`config.mk`:
```
export PLATFORM = sky130hd
export DESIGN_NAME = alu_seq_param
export DESIGN_NICKNAME = d
export VERILOG_FILES = /design/src/rtl/alu_seq_param.sv
export SDC_FILE = /design/constraint.sdc
export NUM_CORES = 1
export LEC_CHECK = 0
export ABC_AREA = 0
export CAP_MARGIN = 5
export CORE_ASPECT_RATIO = 1.2
export CORE_UTILIZATION = 30
export CTS_CLUSTER_SIZE = 30
export DETAILED_ROUTE_END_ITERATION = 10
export GPL_TIMING_DRIVEN = 0
export HOLD_SLACK_MARGIN = 0.1
export SLEW_MARGIN = 10
export SYNTH_ARGS = -nofsm -noshare
export SYNTH_HDL_FRONTEND = slang
export SYNTH_SLANG_ARGS = --single-unit
export TNS_END_PERCENT = 10
```
`constraint.sdc`:
```
create_clock -name clk -period 5.2 [get_ports clk]
set_input_delay 1.04 -clock clk [delete_from_list [all_inputs] [get_ports clk]]
set_output_delay 1.04 -clock clk [all_outputs]
set_load 0.01 [all_outputs]
```
`src/rtl/alu_seq_param.sv`:
```
// Multi-cycle unsigned ALU: add, subtract (magnitude + sign), shift-add multiply,
// restoring divide. Add, subtract and divide-by-zero finish in one step. Multiply
// and divide take WIDTH iterations. The result is held until the next op completes.
//
// Handshake: start is a request that is accepted only on an edge where the FSM is
// IDLE and rst is low. Operands and opcode are captured on that edge. busy is high
// from the accepting edge until the FSM is back in IDLE. done is a one-cycle pulse
// that marks result/rem/neg/dz as valid. A start seen while busy is dropped; it is
// not queued.
module alu_seq_param #(
  parameter int WIDTH = 4
) (
  input  logic                 clk,
  input  logic                 rst,
  input  logic                 start,
  input  logic [1:0]           opcode,
  input  logic [WIDTH-1:0]     a,
  input  logic [WIDTH-1:0]     b,
  output logic [2*WIDTH-1:0]   result,
  output logic [WIDTH-1:0]     rem,
  output logic                 neg,
  output logic                 dz,
  output logic                 busy,
  output logic                 done
);

  localparam int CNT_W = $clog2(WIDTH + 1);

  localparam logic [1:0] S_IDLE = 2'd0;
  localparam logic [1:0] S_CALC = 2'd1;
  localparam logic [1:0] S_DONE = 2'd2;

  localparam logic [1:0] OP_ADD = 2'b00;
  localparam logic [1:0] OP_SUB = 2'b01;
  localparam logic [1:0] OP_MUL = 2'b10;

  logic [1:0]           state;
  logic [CNT_W-1:0]     cnt;
  logic                 op_div;     // iterating op: 1 = divide, 0 = multiply
  logic [WIDTH-1:0]     b_q;        // latched divisor

  // Multiply datapath: accumulator, shifting multiplicand, shifting multiplier.
  logic [2*WIDTH-1:0]   acc;
  logic [2*WIDTH-1:0]   mc;
  logic [WIDTH-1:0]     mp;

  // Divide datapath: partial remainder and the quotient/dividend shift register.
  logic [WIDTH-1:0]     pr;
  logic [WIDTH-1:0]     quo;

  logic [2*WIDTH-1:0]   result_q;
  logic [WIDTH-1:0]     rem_q;
  logic                 neg_q;
  logic                 dz_q;

  // Single-cycle results computed straight from the input operands.
  logic [WIDTH:0]       add_sum;
  logic [WIDTH-1:0]     sub_mag;
  logic                 sub_neg;

  // Next-iteration values for multiply and divide.
  logic [2*WIDTH-1:0]   mul_acc_nx;
  logic [2*WIDTH-1:0]   mul_mc_nx;
  logic [WIDTH-1:0]     mul_mp_nx;
  logic [WIDTH:0]       div_tmp;
  logic [WIDTH+1:0]     div_diff;
  logic [WIDTH-1:0]     div_pr_nx;
  logic [WIDTH-1:0]     div_quo_nx;

  logic                 last_iter;

  // Add/subtract results from the live operands.
  always_comb begin
    add_sum = {1'b0, a} + {1'b0, b};
    sub_neg = (a < b);
    sub_mag = sub_neg ? (b - a) : (a - b);
  end

  // One multiply step and one restoring-divide step.
  always_comb begin
    mul_acc_nx = mp[0] ? (acc + mc) : acc;
    mul_mc_nx  = mc << 1;
    mul_mp_nx  = mp >> 1;
    div_tmp    = {pr, quo[WIDTH-1]};
    div_diff   = {1'b0, div_tmp} - {2'b00, b_q};
    if (!div_diff[WIDTH+1]) begin
      // A non-negative trial is below the divisor, so it fits in WIDTH bits.
      div_pr_nx  = div_diff[WIDTH-1:0];
      div_quo_nx = {quo[WIDTH-2:0], 1'b1};
    end else begin
      div_pr_nx  = div_tmp[WIDTH-1:0];
      div_quo_nx = {quo[WIDTH-2:0], 1'b0};
    end
  end

  assign last_iter = (cnt == CNT_W'(WIDTH - 1));

  // Control FSM, operand capture, iteration registers and the held outputs.
  always_ff @(posedge clk) begin
    if (rst) begin
      state    <= S_IDLE;
      cnt      <= '0;
      op_div   <= 1'b0;
      b_q      <= '0;
      acc      <= '0;
      mc       <= '0;
      mp       <= '0;
      pr       <= '0;
      quo      <= '0;
      result_q <= '0;
      rem_q    <= '0;
      neg_q    <= 1'b0;
      dz_q     <= 1'b0;
    end else begin
      case (state)
        S_IDLE: begin
          if (start) begin
            op_div <= opcode[0];
            b_q    <= b;
            cnt    <= '0;
            neg_q  <= 1'b0;
            dz_q   <= 1'b0;
            rem_q  <= '0;
            case (opcode)
              OP_ADD: begin
                result_q <= {{(WIDTH-1){1'b0}}, add_sum};
                state    <= S_DONE;
              end
              OP_SUB: begin
                result_q <= {{WIDTH{1'b0}}, sub_mag};
                neg_q    <= sub_neg;
                state    <= S_DONE;
              end
              OP_MUL: begin
                acc   <= '0;
                mc    <= {{WIDTH{1'b0}}, b};
                mp    <= a;
                state <= S_CALC;
              end
              default: begin
                if (b == '0) begin
                  // Divide by zero skips the iterations entirely.
                  dz_q     <= 1'b1;
                  result_q <= '1;
                  rem_q    <= a;
                  state    <= S_DONE;
                end else begin
                  pr    <= '0;
                  quo   <= a;
                  state <= S_CALC;
                end
              end
            endcase
          end
        end
        S_CALC: begin
          cnt <= cnt + 1'b1;
          if (op_div) begin
            pr  <= div_pr_nx;
            quo <= div_quo_nx;
          end else begin
            acc <= mul_acc_nx;
            mc  <= mul_mc_nx;
            mp  <= mul_mp_nx;
          end
          if (last_iter) begin
            // The final step's values go straight to the outputs on the DONE edge.
            state <= S_DONE;
            cnt   <= '0;
            if (op_div) begin
              result_q <= {{WIDTH{1'b0}}, div_quo_nx};
              rem_q    <= div_pr_nx;
            end else begin
              result_q <= mul_acc_nx;
            end
          end
        end
        S_DONE: begin
          state <= S_IDLE;
        end
        default: begin
          state <= S_IDLE;
        end
      endcase
    end
  end

  assign result = result_q;
  assign rem    = rem_q;
  assign neg    = neg_q;
  assign dz     = dz_q;
  assign busy   = (state != S_IDLE);
  assign done   = (state == S_DONE);

endmodule
```
==> flow_summary.toml <==
[cells_and_area]
nets = 470
fillCellCount = 1092
diodes = 0
utilization_pct = 36.5
final-seq-area_sq_um = 1040
mostFrequentLayoutCells = "dfxtp_1 (52), nor2_1 (48), nand2_1 (44)"
final_common_cell = "dfxtp_1"
design_area_sq_um = 3820
syn2layout_area_growth_pct = 18.5
multi_input_area_sq_um = 1970
drive_above_1_share_pct = 7.67

[power_and_ir_drop]
p_clk_share_pct = 36.8
ir_drop_uv = 120
p_int_w = 0.000731
power_w = 0.00101
switching_share_pct = 27.3
combPwrFrac_pct = 20.5
p_leak_nw = 1.52
p_seq_share_pct = 42.6
power_switching_w = 0.000275
power.density_nw_per_um2 = 263

[yosys]
syn_area_per_cell_sq_um = 8.17
ys.flop_type = "dfxtp_1"
postSynthCellCount = 395
syn_area_sq_um = 3230
synth-seq-cells = 52
synth_cell_type_count = 61
yosysWarningCount = 0
synthArstFlopShare_pct = 0
syn_nets = 436
synth_edf_count = 0
synth_seq_area_share_pct = 32.3

[sta]
worst_slew_pin_slew_ps = 643
fin_skew_ps = 7.36
finalHoldViolations = 0
fin_crit_ps = 3300
grt_setup_unrepaired = "false"
fin_setup_tns_ps = 0
max_freq_mhz = 303
finalWorstSetupSlack_ps = 1900
slew_headroom_pct = 57.1
fin_crit_sh_pct = 63.5
setup_viol = 0
slew_viol_final = 0

[grt]
grt_pass1_wl_um = 14000
grt_start_max_net_pins = 16
antenna_found_initial = 0
grt_usage_pct = 15.6
overflow = 0
grt_pass1_vias = 2843

[min_path]
hp-class = "flop to flop"

[clocking]
clk_latency_ps = 290
numCtsBuffers = 5
clk_pin_slew_worst_paths_ps = 70
cts_htree_levels = 2
clockBufferDepth = 2
cts_tree = "built"
clock_sinks = 52
cts-root-buf = "clkbuf_16"
cts_setup_buffers = 0
ctsHoldBuffers = 0
postCtsResizedCells = 0

[critical_path]
criticalPathCategory = "input pin to flop"
crit_path_end_kind = "flop"
required_ps = 5410
cp_max_fo = 6
arrival_ps = 3510
start_kind = "input pin"

[detailed_routing]
drt_wl_total_um = 8430
drt-initial-drc-count = 153
routedWlPerCell_um = 15.1
ant_nets = 0
drcViolationCount = 0
vias = 2912
post_drt_via_cell_ratio = 5.21
drt_pre_antenna_iters = 5

[floorplan]
start_util_pct = 30.8
die_x_um = 96.7
fp.dieArea_sq_um = 11200
coreArea_sq_um = 10500
io_pins = 29
dieHeight_um = 116
num_rows = 41

[placement]
numPortBuffers = 27
place.detailed.hpwl_um = 6510
postPlaceCellArea_sq_um = 3660
place_ws_ps = 1600
gp_congestion = 0.799

[run_status]
status = "finished clean"

[job]
maxCapViolCount = 0
-- Yosys cell counts (5+ instances only) --
library cell | count | area share (%)
a211oi_1 | 7 | 1.6
a21o_1 | 5 | 1.2
a21oi_1 | 39 | 6.0
a22oi_1 | 6 | 1.4
a311oi_1 | 9 | 2.4
a31oi_1 | 6 | 1.2
buf_2 | 7 | 1.1
clkbuf_1 | 7 | 0.81
dfxtp_1 | 52 | 32
fa_1 | 5 | 3.1
ha_1 | 23 | 8.9
inv_1 | 19 | 2.2
mux2i_1 | 5 | 1.6
nand2_1 | 44 | 5.1
nand2b_1 | 17 | 3.3
nand3_1 | 5 | 0.78
nor2_1 | 48 | 5.6
nor2b_1 | 6 | 1.2
o21ai_0 | 11 | 1.7
o21ai_1 | 5 | 0.78
-- routing by layer --
metal | part of all wire, % | GRT usage [%] | wire (um)
met4 | 1.7 | 4.78 | 144
met3 | 4.1 | 2.23 | 344
met1 | 45 | 19.3 | 3820
met2 | 49 | 28.1 | 4130
met5 | 0 | 0 | 0
-- registers in the layout, indices dropped and copies added (netlist names) --
name,count
cnt,3
mc,8
op_div,1
b_q,4
neg,1
rem,4
pr,4
state,2
acc,8
quo,4
mp,4
dz,1
result,8
-- kinds of logic after synthesis --
kind of cell	after synthesis	synth area share [%]
XOR/XNOR	5	1.36
multiplexers	10	3.41
AND/OR/NAND/NOR	144	21.0
adder cells (fa/ha/maj)	28	12.0
AO/OA/AOI/OAI	114	23.1
buffers and inverters	42	6.82
flip-flops	52	32.3
-- path summary, 6_finish.rpt --
| kind | from | to | slack [ps] | depth (start not counted) |
|---|---|---|---|---|
| worst max register to register | mc[0]$_SDFFE_PP0P_ | acc[6]$_SDFFE_PP0P_ | 3110 | 8 |
| worst max-delay path | a[0] | result[3]$_SDFFE_PP0P_ | 1900 | 11 |
| worst min register to register | cnt[2]$_SDFFE_PP0P_ | cnt[2]$_SDFFE_PP0P_ | 440 | 2 |
| worst min-delay path | cnt[2]$_SDFFE_PP0P_ | cnt[2]$_SDFFE_PP0P_ | 440 | 2 |
-- critical path: stages --
cell,delay (ps)
clkdlybuf4s50_1,600
inv_1,130
ha_1,150
inv_1,60
fa_1,410
nand3_1,100
nand2_2,90
mux2_4,320
a211oi_2,180
o211ai_1,190
a311oi_1,240
-- layout make-up --
type                       count  share of cell area, %
clock inverter                 2                  0.917
inverter                      19                   1.87
multi-input combinational    301                   51.4
clock buffer                   6                   3.37
sequential                    52                   27.2
buffer                        23                   3.90
tap                          129                   4.22
timing repair buffer          27                   7.07
-- stage by stage --
step,cells,hold slack (ps)
finish,559,437
global placement,551,421
global route,559,471
detailed placement,551,423
floorplan,395,410
CTS,559,436
-- power groups by stage --
stage / sequential [W] / clock, W / combinational (W)
finish: 0.000429 / 0.000371 / 0.000207
global route: 0.000431 / 0.000394 / 0.000229
CTS: 0.000429 / 0.000379 / 0.000207
detailed placement: 0.000438 / 0 / 0.000206
global placement: 0.000438 / 0 / 0.000204
floorplan: 0.000439 / 0 / 0.000128
Note: power is estimated with default switching activity, not from simulation.
